**src/rtl/ram_access_ctrl.sv**
```systemverilog
// ram_access_ctrl: connects CPU loads and stores (byte, halfword or word) to a
// word-organised RAM. The RAM has one whole-word write enable and a
// combinational read port.
//   Sub-word stores are done as read-modify-write. Loads extract the addressed
//   lane and sign- or zero-extend it.
//
// Ports:
//   clk, rst            clock, synchronous active-high reset
//   req                 access request, sampled only in IDLE
//   is_store            1 = store, 0 = load
//   size                00 byte, 01 halfword, 10 word, 11 invalid
//   unsigned_ld         1 = zero-extend sub-word loads
//   byte_addr           CPU byte address (ADDR_W+2 bits)
//   wdata               store data (low byte or halfword for sub-word stores)
//   rdata               registered load result
//   done                one-cycle completion pulse
//   err                 misaligned or invalid-size access, valid with done
//   busy                high while not IDLE
//   ram_addr/ram_din    RAM word address and write data
//   ram_we              RAM write enable
//   ram_dout            RAM combinational read data
module ram_access_ctrl #(
  parameter int ADDR_W = 14
) (
  input  logic              clk,
  input  logic              rst,
  input  logic              req,
  input  logic              is_store,
  input  logic [1:0]        size,
  input  logic              unsigned_ld,
  input  logic [ADDR_W+1:0] byte_addr,
  input  logic [31:0]       wdata,
  output logic [31:0]       rdata,
  output logic              done,
  output logic              err,
  output logic              busy,
  output logic [ADDR_W-1:0] ram_addr,
  output logic [31:0]       ram_din,
  output logic              ram_we,
  input  logic [31:0]       ram_dout
);

  typedef enum logic [1:0] {S_IDLE, S_RD, S_WR, S_DONE} state_t;

  state_t            state_q, state_d;
  logic [ADDR_W+1:0] addr_q;
  logic [1:0]        size_q;
  logic              store_q;
  logic              uns_q;
  logic [15:0]       wdata_q;   // only the low half is needed after IDLE
  logic [31:0]       merge_q;
  logic [31:0]       rdata_q;
  logic              done_q;
  logic              err_q;

  // Request decode. It is only meaningful in IDLE.
  logic accept, misalign, invalid, bad;

  always_comb begin
    accept   = (state_q == S_IDLE) && req;
    invalid  = (size == 2'b11);
    misalign = ((size == 2'b01) && byte_addr[0]) ||
               ((size == 2'b10) && (byte_addr[1:0] != 2'b00));
    bad      = invalid || misalign;
  end

  // State register
  always_ff @(posedge clk) begin
    if (rst) state_q <= S_IDLE;
    else     state_q <= state_d;
  end

  // Next-state logic
  always_comb begin
    state_d = state_q;
    case (state_q)
      S_IDLE: begin
        if (req) begin
          if (bad)                           state_d = S_DONE;
          else if (is_store && size == 2'b10) state_d = S_WR;
          else                               state_d = S_RD;
        end
      end
      S_RD:    state_d = store_q ? S_WR : S_DONE;
      S_WR:    state_d = S_DONE;
      S_DONE:  state_d = S_IDLE;
      default: state_d = S_IDLE;
    endcase
  end

  // FSM outputs. Gating the write enable with rst makes a reset that
  // coincides with the WR cycle drop the write.
  always_comb begin
    busy   = (state_q != S_IDLE);
    ram_we = (state_q == S_WR) && !rst;
  end

  // Lane extraction for loads. This is the value captured at the end of RD.
  logic [7:0]  ld_byte;
  logic [15:0] ld_half;
  logic [31:0] ld_ext;

  always_comb begin
    ld_byte = 8'h00;
    case (addr_q[1:0])
      2'd0: ld_byte = ram_dout[7:0];
      2'd1: ld_byte = ram_dout[15:8];
      2'd2: ld_byte = ram_dout[23:16];
      2'd3: ld_byte = ram_dout[31:24];
      default: ld_byte = 8'h00;
    endcase
    ld_half = addr_q[1] ? ram_dout[31:16] : ram_dout[15:0];
    case (size_q)
      2'b00:   ld_ext = uns_q ? {24'h0, ld_byte} : {{24{ld_byte[7]}}, ld_byte};
      2'b01:   ld_ext = uns_q ? {16'h0, ld_half} : {{16{ld_half[15]}}, ld_half};
      default: ld_ext = ram_dout;
    endcase
  end

  // Read-modify-write merge for sub-word stores.
  logic [31:0] st_merge;

  always_comb begin
    st_merge = ram_dout;
    if (size_q == 2'b00) begin
      case (addr_q[1:0])
        2'd0: st_merge[7:0]   = wdata_q[7:0];
        2'd1: st_merge[15:8]  = wdata_q[7:0];
        2'd2: st_merge[23:16] = wdata_q[7:0];
        2'd3: st_merge[31:24] = wdata_q[7:0];
        default: st_merge = ram_dout;
      endcase
    end else if (addr_q[1]) begin
      st_merge[31:16] = wdata_q;
    end else begin
      st_merge[15:0]  = wdata_q;
    end
  end

  // Datapath registers
  always_ff @(posedge clk) begin
    if (rst) begin
      addr_q  <= '0;
      size_q  <= 2'b00;
      store_q <= 1'b0;
      uns_q   <= 1'b0;
      wdata_q <= 16'h0;
      merge_q <= 32'h0;
      rdata_q <= 32'h0;
      done_q  <= 1'b0;
      err_q   <= 1'b0;
    end else begin
      // done/err are high exactly while the FSM sits in DONE.
      done_q <= (state_d == S_DONE);
      err_q  <= accept && bad;
      if (accept) begin
        addr_q  <= byte_addr;
        size_q  <= size;
        store_q <= is_store;
        uns_q   <= unsigned_ld;
        wdata_q <= wdata[15:0];
        if (bad) rdata_q <= 32'h0;
        else if (is_store && size == 2'b10) merge_q <= wdata;
      end
      if (state_q == S_RD) begin
        if (store_q) merge_q <= st_merge;
        else         rdata_q <= ld_ext;
      end
    end
  end

  assign rdata    = rdata_q;
  assign done     = done_q;
  assign err      = err_q;
  assign ram_addr = addr_q[ADDR_W+1:2];
  assign ram_din  = merge_q;

endmodule

```
**config.mk**
```make
export PLATFORM = sky130hd
export DESIGN_NAME = ram_access_ctrl
export DESIGN_NICKNAME = d
export VERILOG_FILES = /design/src/rtl/ram_access_ctrl.sv
export SDC_FILE = /design/constraint.sdc
export NUM_CORES = 1
export LEC_CHECK = 0
export CAP_MARGIN = 10
export CORE_ASPECT_RATIO = 2
export CORE_MARGIN = 10
export CORE_UTILIZATION = 30
export CTS_CLUSTER_DIAMETER = 30
export DETAILED_ROUTE_END_ITERATION = 12
export PLACE_DENSITY = 0.59
export RECOVER_POWER = 100
export SKIP_CTS_REPAIR_TIMING = 1
export SLEW_MARGIN = 20
export SYNTH_ARGS = -nofsm -noshare
export SYNTH_HDL_FRONTEND = slang
export SYNTH_SLANG_ARGS = --single-unit
```
**constraint.sdc**
```tcl
create_clock -name clk -period 6.1 [get_ports clk]
set_clock_uncertainty 0.15 [all_clocks]
set_input_delay 1.83 -clock clk [delete_from_list [all_inputs] [get_ports clk]]
set_output_delay 1.83 -clock clk [all_outputs]
set_load 0.01 [all_outputs]
```
==> out/metrics.yaml, run 1 <==
via_per_inst: 5.22
postRouteAntennaNets: 0
gp_congestion: 0.832
status: "complete, but fails checks"
netlist_instances: 602
cts_tree: "built"
grt_pass1_wl_um: 29300
irDropWorstVdd_uv: 175
path_max_fanout: 38
dp_hpwl_um: 15000
overflow: 0
avgSynthCellArea_um2: 8.40
synth_cell_types: 44
max_freq_mhz: 200
ys.flop_type: "dfxtp_1"
clock_path_buffers: 2
drt_iter0_drc: 281
layout_commonest_cell: "dfxtp_1"
synthXorXnorAreaFrac_pct: 0
io_pins: 169
grt_antenna_before_repair: 0
period_share_pct: 81.9
period_needed_ns: 4.99
synth_warnings: 0
slew_violations: 39
io_buffer_count: 168
via_count: 4941
h-tree-depth: 3
final_cell_mix: "dfxtp_1 (104), nand2_1 (103), dlygate4sd3_1 (84), clkdlybuf4s50_1 (83), a21oi_1 (80)"
yosys.area.top_type_share_pct: 41.2
slew_headroom_pct: -12.3
dieArea_um2: 22800
numCtsBuffers: 9
core_um2: 16700
synth_edf_count: 0
finalPower_w: 0.00253
synth-simple-area-share_pct: 16.0
grt_max_degree: 60
clkLatencyLatePin_ns: 0.34
path_class: "primary input to flop"
ys_seq_area_share_pct: 41.2
grt_usage_pct: 16.0
fp-row-count: 67
grt_pass1_vias: 5156
routed_wl_um: 19300
drtPass1Iterations: 4
synth_compound_area_share_pct: 24.6
initial_utilization_pct: 30.3
crit_path_end_kind: "flop"
cts.clk_slew.worst_paths_ns: 0.07
worstPathRequired_ns: 6.24
synth_top_family_by_area: "compound AO/OA/AOI/OAI gates"
failed_checks: "max-capacitance violations, max-slew violations"
setup_tns_ns: 0
finalNetCount: 826
cellPowerDensity_nw_per_um2: 359
antennaDiodeCount: 0
hp-class: "flop to flop"
drive_gt1_share_pct: 3.65
synth_mux_area_share_pct: 11.1
cts_root_buf: "clkbuf_16"
synthAdderAreaFrac_pct: 0.989
syn2layout_area_growth_pct: 39.2
wl_per_cell_um: 20.3
synthArstFlopShare_pct: 0
synth_seq_cells: 104
synth_fp_nets: 693
worst_setup_path_start_kind: "primary input"
drc_errors: 0
fp.dieW_um: 112
setup_viol: 0
dieHeight_um: 204
netlist_area_um2: 5060
cap_viol_max_count: 1
worst_pin_slew_ns: 1.68
clock-sinks: 104
rsz0062_at_grt: "no"
synth_area_leader_cell: "dfxtp_1"
total_leakage_power_nw: 2.76
final-hold-violation-count: 0
crit_arrival_ns: 5.13
yosys-top-cells-area: "dfxtp_1 (41%), mux2i_1 (11%), a21oi_1 (7.9%)"
## sequential cells by signal, summed over array words and instances, names as in the netlist
| signal | flops |
|---|---|
| ram_din | 32 |
| err | 1 |
| state_q | 2 |
| addr_q | 16 |
| rdata | 32 |
| uns_q | 1 |
| wdata_q | 16 |
| size_q | 2 |
| store_q | 1 |
| done | 1 |
## per-stage QoR
stage	std cells	hold WS [ns]	utilization, %	cell area [um^2]	worst slack (ns)
6_report	947	0.301	42.2	7040	1.11
2_1_floorplan	602	0.283	-	5060	1.47
3_3_place_gp	931	0.289	40.7	6780	1.46
3_5_place_dp	931	0.297	40.7	6780	1.47
4_1_cts	947	0.307	42.6	7110	1.47
5_1_grt	947	0.321	42.2	7040	0.898
## metal layers
metal  vias to the layer above  GRT usage (%)  routed length, um
met4                         0           8.90                854
met5                         -              0                  0
met3                        35           3.80               1210
li1                       2392              -                  -
met1                      2338           15.7               6820
met2                       176           29.8              10400
## cells in the mapped netlist (all sizes together), types with 12 or more instances
library cell,n
clkbuf,33
a21oi,80
a22o,15
mux2i,56
dfxtp,104
buf,23
o22ai,25
o21ai,25
a2111oi,12
nand2,103
nor2,41
nor2b,12
## critical path: stages
cell,delay (ns)
dlygate4sd3_1,0.62
nand2_1,0.15
clkbuf_1,1.24
nor3_1,0.25
nor3_1,0.79
a22o_1,0.25
## kinds of logic after synthesis
family | count (synthesis)
adders and majority gates | 4
AOI/OAI and AO/OA | 190
DFF | 104
buffers and inverters | 62
muxes | 56
and+or+nand+nor | 186
## final timing paths
| check | from | endpoint | slack [ns] | cells after the start |
|---|---|---|---|---|
| worst min-delay path | addr_q[13] | addr_q[13] | 0.30 | 2 |
| worst max-delay path | req | rdata[0] | 1.11 | 6 |
| worst min register to register | addr_q[13] | addr_q[13] | 0.30 | 2 |
| worst max register to register | state_q[0] | rdata[0] | 2.55 | 7 |
## power breakdown
part | total (W) | leakage (nW) | internal [W] | switching [W]
clock | 0.000634 | 0.153 | 0.000373 | 0.000261
combinational | 0.000968 | 1.76 | 0.000435 | 0.000532
sequential | 0.000927 | 0.849 | 0.000833 | 0.0000944
## cell type report
class | count | area (um^2)
Multi-Input combinational cell | 436 | 2610
Timing Repair Buffer | 178 | 1740
Sequential cell | 104 | 2080
Clock inverter | 4 | 76.3
Fill cell | 1670 | 9640
Clock buffer | 12 | 246
Inverter | 6 | 22.5
Tap cell | 207 | 259
Power figures use the tool's default switching activity.
==> run 2: changes to the inputs <==
- PLACE_DENSITY: 0.59 -> 0.62
- clock period: 6.1 -> 4.4 ns (I/O delays scaled with it)
==> run 2 against run 1 <==
The run now ends clean. Sequential share of layout area about the same. Power grew 36%. Largest cell class unchanged. Highest routed layer unchanged. Count of clock-buffer cells in the layout decreased by 1. Flip-flop and latch count did not move. Sequential power is 39% higher. First-iteration DRC count decreased by 11%. Non-clock buffer count rose by 6. Setup slack worse by 0.49 ns. Die area did not move. Critical path depth increased by 1. Critical endpoint is now rdata[18]. Global-route usage increased by 0.24 points. Wire length decreased by 0.67%.
==> out/metrics.yaml, run 2 (synthesis gave the netlist of run 1 again) <==
status: "complete, no violations"
rr_startpoint: "state_q[0]"
fillers: 1695
cts_tree: "built"
slew_violations: 0
grt_usage_pct: 16.3
grt_antenna_before_repair: 1
cts_root_buf: "clkbuf_16"
hold_depth: 2
hp-class: "flop to flop"
path_max_fanout: 25
drive_gt1_share_pct: 4.56
worst_pin_slew_ns: 1.11
rsz0062_at_grt: "no"
irDropWorstVdd_uv: 224
setup_viol: 0
grt_pass1_wl_um: 29600
fp-row-count: 67
dp.cells: 937
h-tree-depth: 3
multi_input_area_um2: 2610
cap_viol_max_count: 0
clkLatencyLatePin_ns: 0.36
cpMostUsedCell: "a21oi_1"
io_buffer_count: 168
min_from: "wdata_q[13]"
grt_max_degree: 60
initial_utilization_pct: 30.3
drtPass1Iterations: 4
worst_setup_path_start_kind: "primary input"
final_core_util_pct: 42.3
place_ws_ns: 0.713
rr_endpoint: "addr_q[4]"
reg2reg_slack_ns: 1.63
dieHeight_um: 204
period_share_pct: 85.9
crit_path_end_kind: "flop"
max_freq_mhz: 264
routed_wl_um: 19100
grt_pass1_vias: 5149
dieArea_um2: 22800
via_per_inst: 5.14
cellPowerDensity_nw_per_um2: 488
setup_tns_ns: 0
syn2layout_area_growth_pct: 39.4
layout_commonest_cell: "dfxtp_1"
overflow: 0
postRouteAntennaNets: 0
critPathSlowestCell: "clkbuf_1"
min_to: "wdata_q[13]"
drc_errors: 0
path_class: "primary input to flop"
gp_congestion: 0.836
wl_per_cell_um: 20.0
period_needed_ns: 3.78
worstPathRequired_ns: 4.49
via_count: 4907
final-hold-violation-count: 0
fp.dieW_um: 112
slew_headroom_pct: 26.1
final_cell_mix: "dfxtp_1 (104), nand2_1 (103), dlygate4sd3_1 (84), clkdlybuf4s50_1 (83), a21oi_1 (80)"
final.setup.worst_slack_ns: 0.618
crit_chain: "dlygate4sd3_1, and2_0, clkbuf_1, a31oi_2, clkbuf_2, a21oi_1, a21oi_1"
drt_iter0_drc: 251
core_um2: 16700
r2r_cells: 7
cts.clk_slew.worst_paths_ns: 0.07
numCtsBuffers: 9
total_leakage_power_nw: 2.76
clock_path_buffers: 2
dp_hpwl_um: 14800
cpPeakStageDelay_ns: 0.81
clock-sinks: 104
critPathLaunch: "req"
crit_arrival_ns: 3.87
finalNetCount: 832
regArea_um2: 2080
fin_cells: 954
io_pins: 169
run 2: cell types whose count changed in the layout (fill, tap and decap cells not counted), moves of 2 or more:
cell       previous run  this run
buf_4                 8        11
a2111oi_0            12        10
a2111oi_2             0         2
bufinv_16             2         0
clkbuf_2              0         2
inv_8                 0         2
run 2: metal layers:
metal | part of all wire, % | global-route usage, % | wire, um
met1 | 38 | 16.3 | 7180
met2 | 53 | 30.1 | 10100
met3 | 5.4 | 3.68 | 1040
met4 | 4.1 | 8.67 | 778
met5 | 0 | 0 | 0
run 2: where the power goes:
part | internal (W) | switching [W]
registers | 0.00115 | 0.000134
clock network | 0.000411 | 0.000393
logic | 0.000613 | 0.000732
total | 0.00218 | 0.00126
run 2: worst max-delay path, delay by kind of cell:
kind | cells | cell delay (ns)
simple gates | 1 | 0.19
compound gates | 3 | 0.48
buf+inv | 3 | 1.87
run 2: stage by stage:
step / cell area (um^2) / power (W) / hold slack (ns)
finish: 7050 / 0.00344 / 0.301
global route: 7050 / 0.00365 / 0.319
CTS: 7120 / 0.00358 / 0.304
detailed placement: 6830 / 0.00276 / 0.294
global placement: 6830 / 0.00275 / 0.288
floorplan: 5060 / 0.00208 / 0.283
run 2: worst max-delay path by stage:
stage / to / slack, ns / cells past startpoint
finish: rdata[18] / 0.62 / 7
global route: rdata[20] / 0.38 / 7
CTS: ram_we / 0.71 / 3
detailed placement: ram_we / 0.71 / 3
global placement: ram_we / 0.71 / 3
floorplan: ram_we / 0.79 / 3
run 2: final cells by class:
type	count	share of cell area [%]
Timing Repair Buffer	184	25.3
Sequential cell	104	29.5
Antenna cell	1	0.0355
Clock inverter	5	0.674
Tap cell	207	3.67
Multi-Input combinational cell	436	37.1
Clock buffer	11	3.44
Inverter	6	0.319
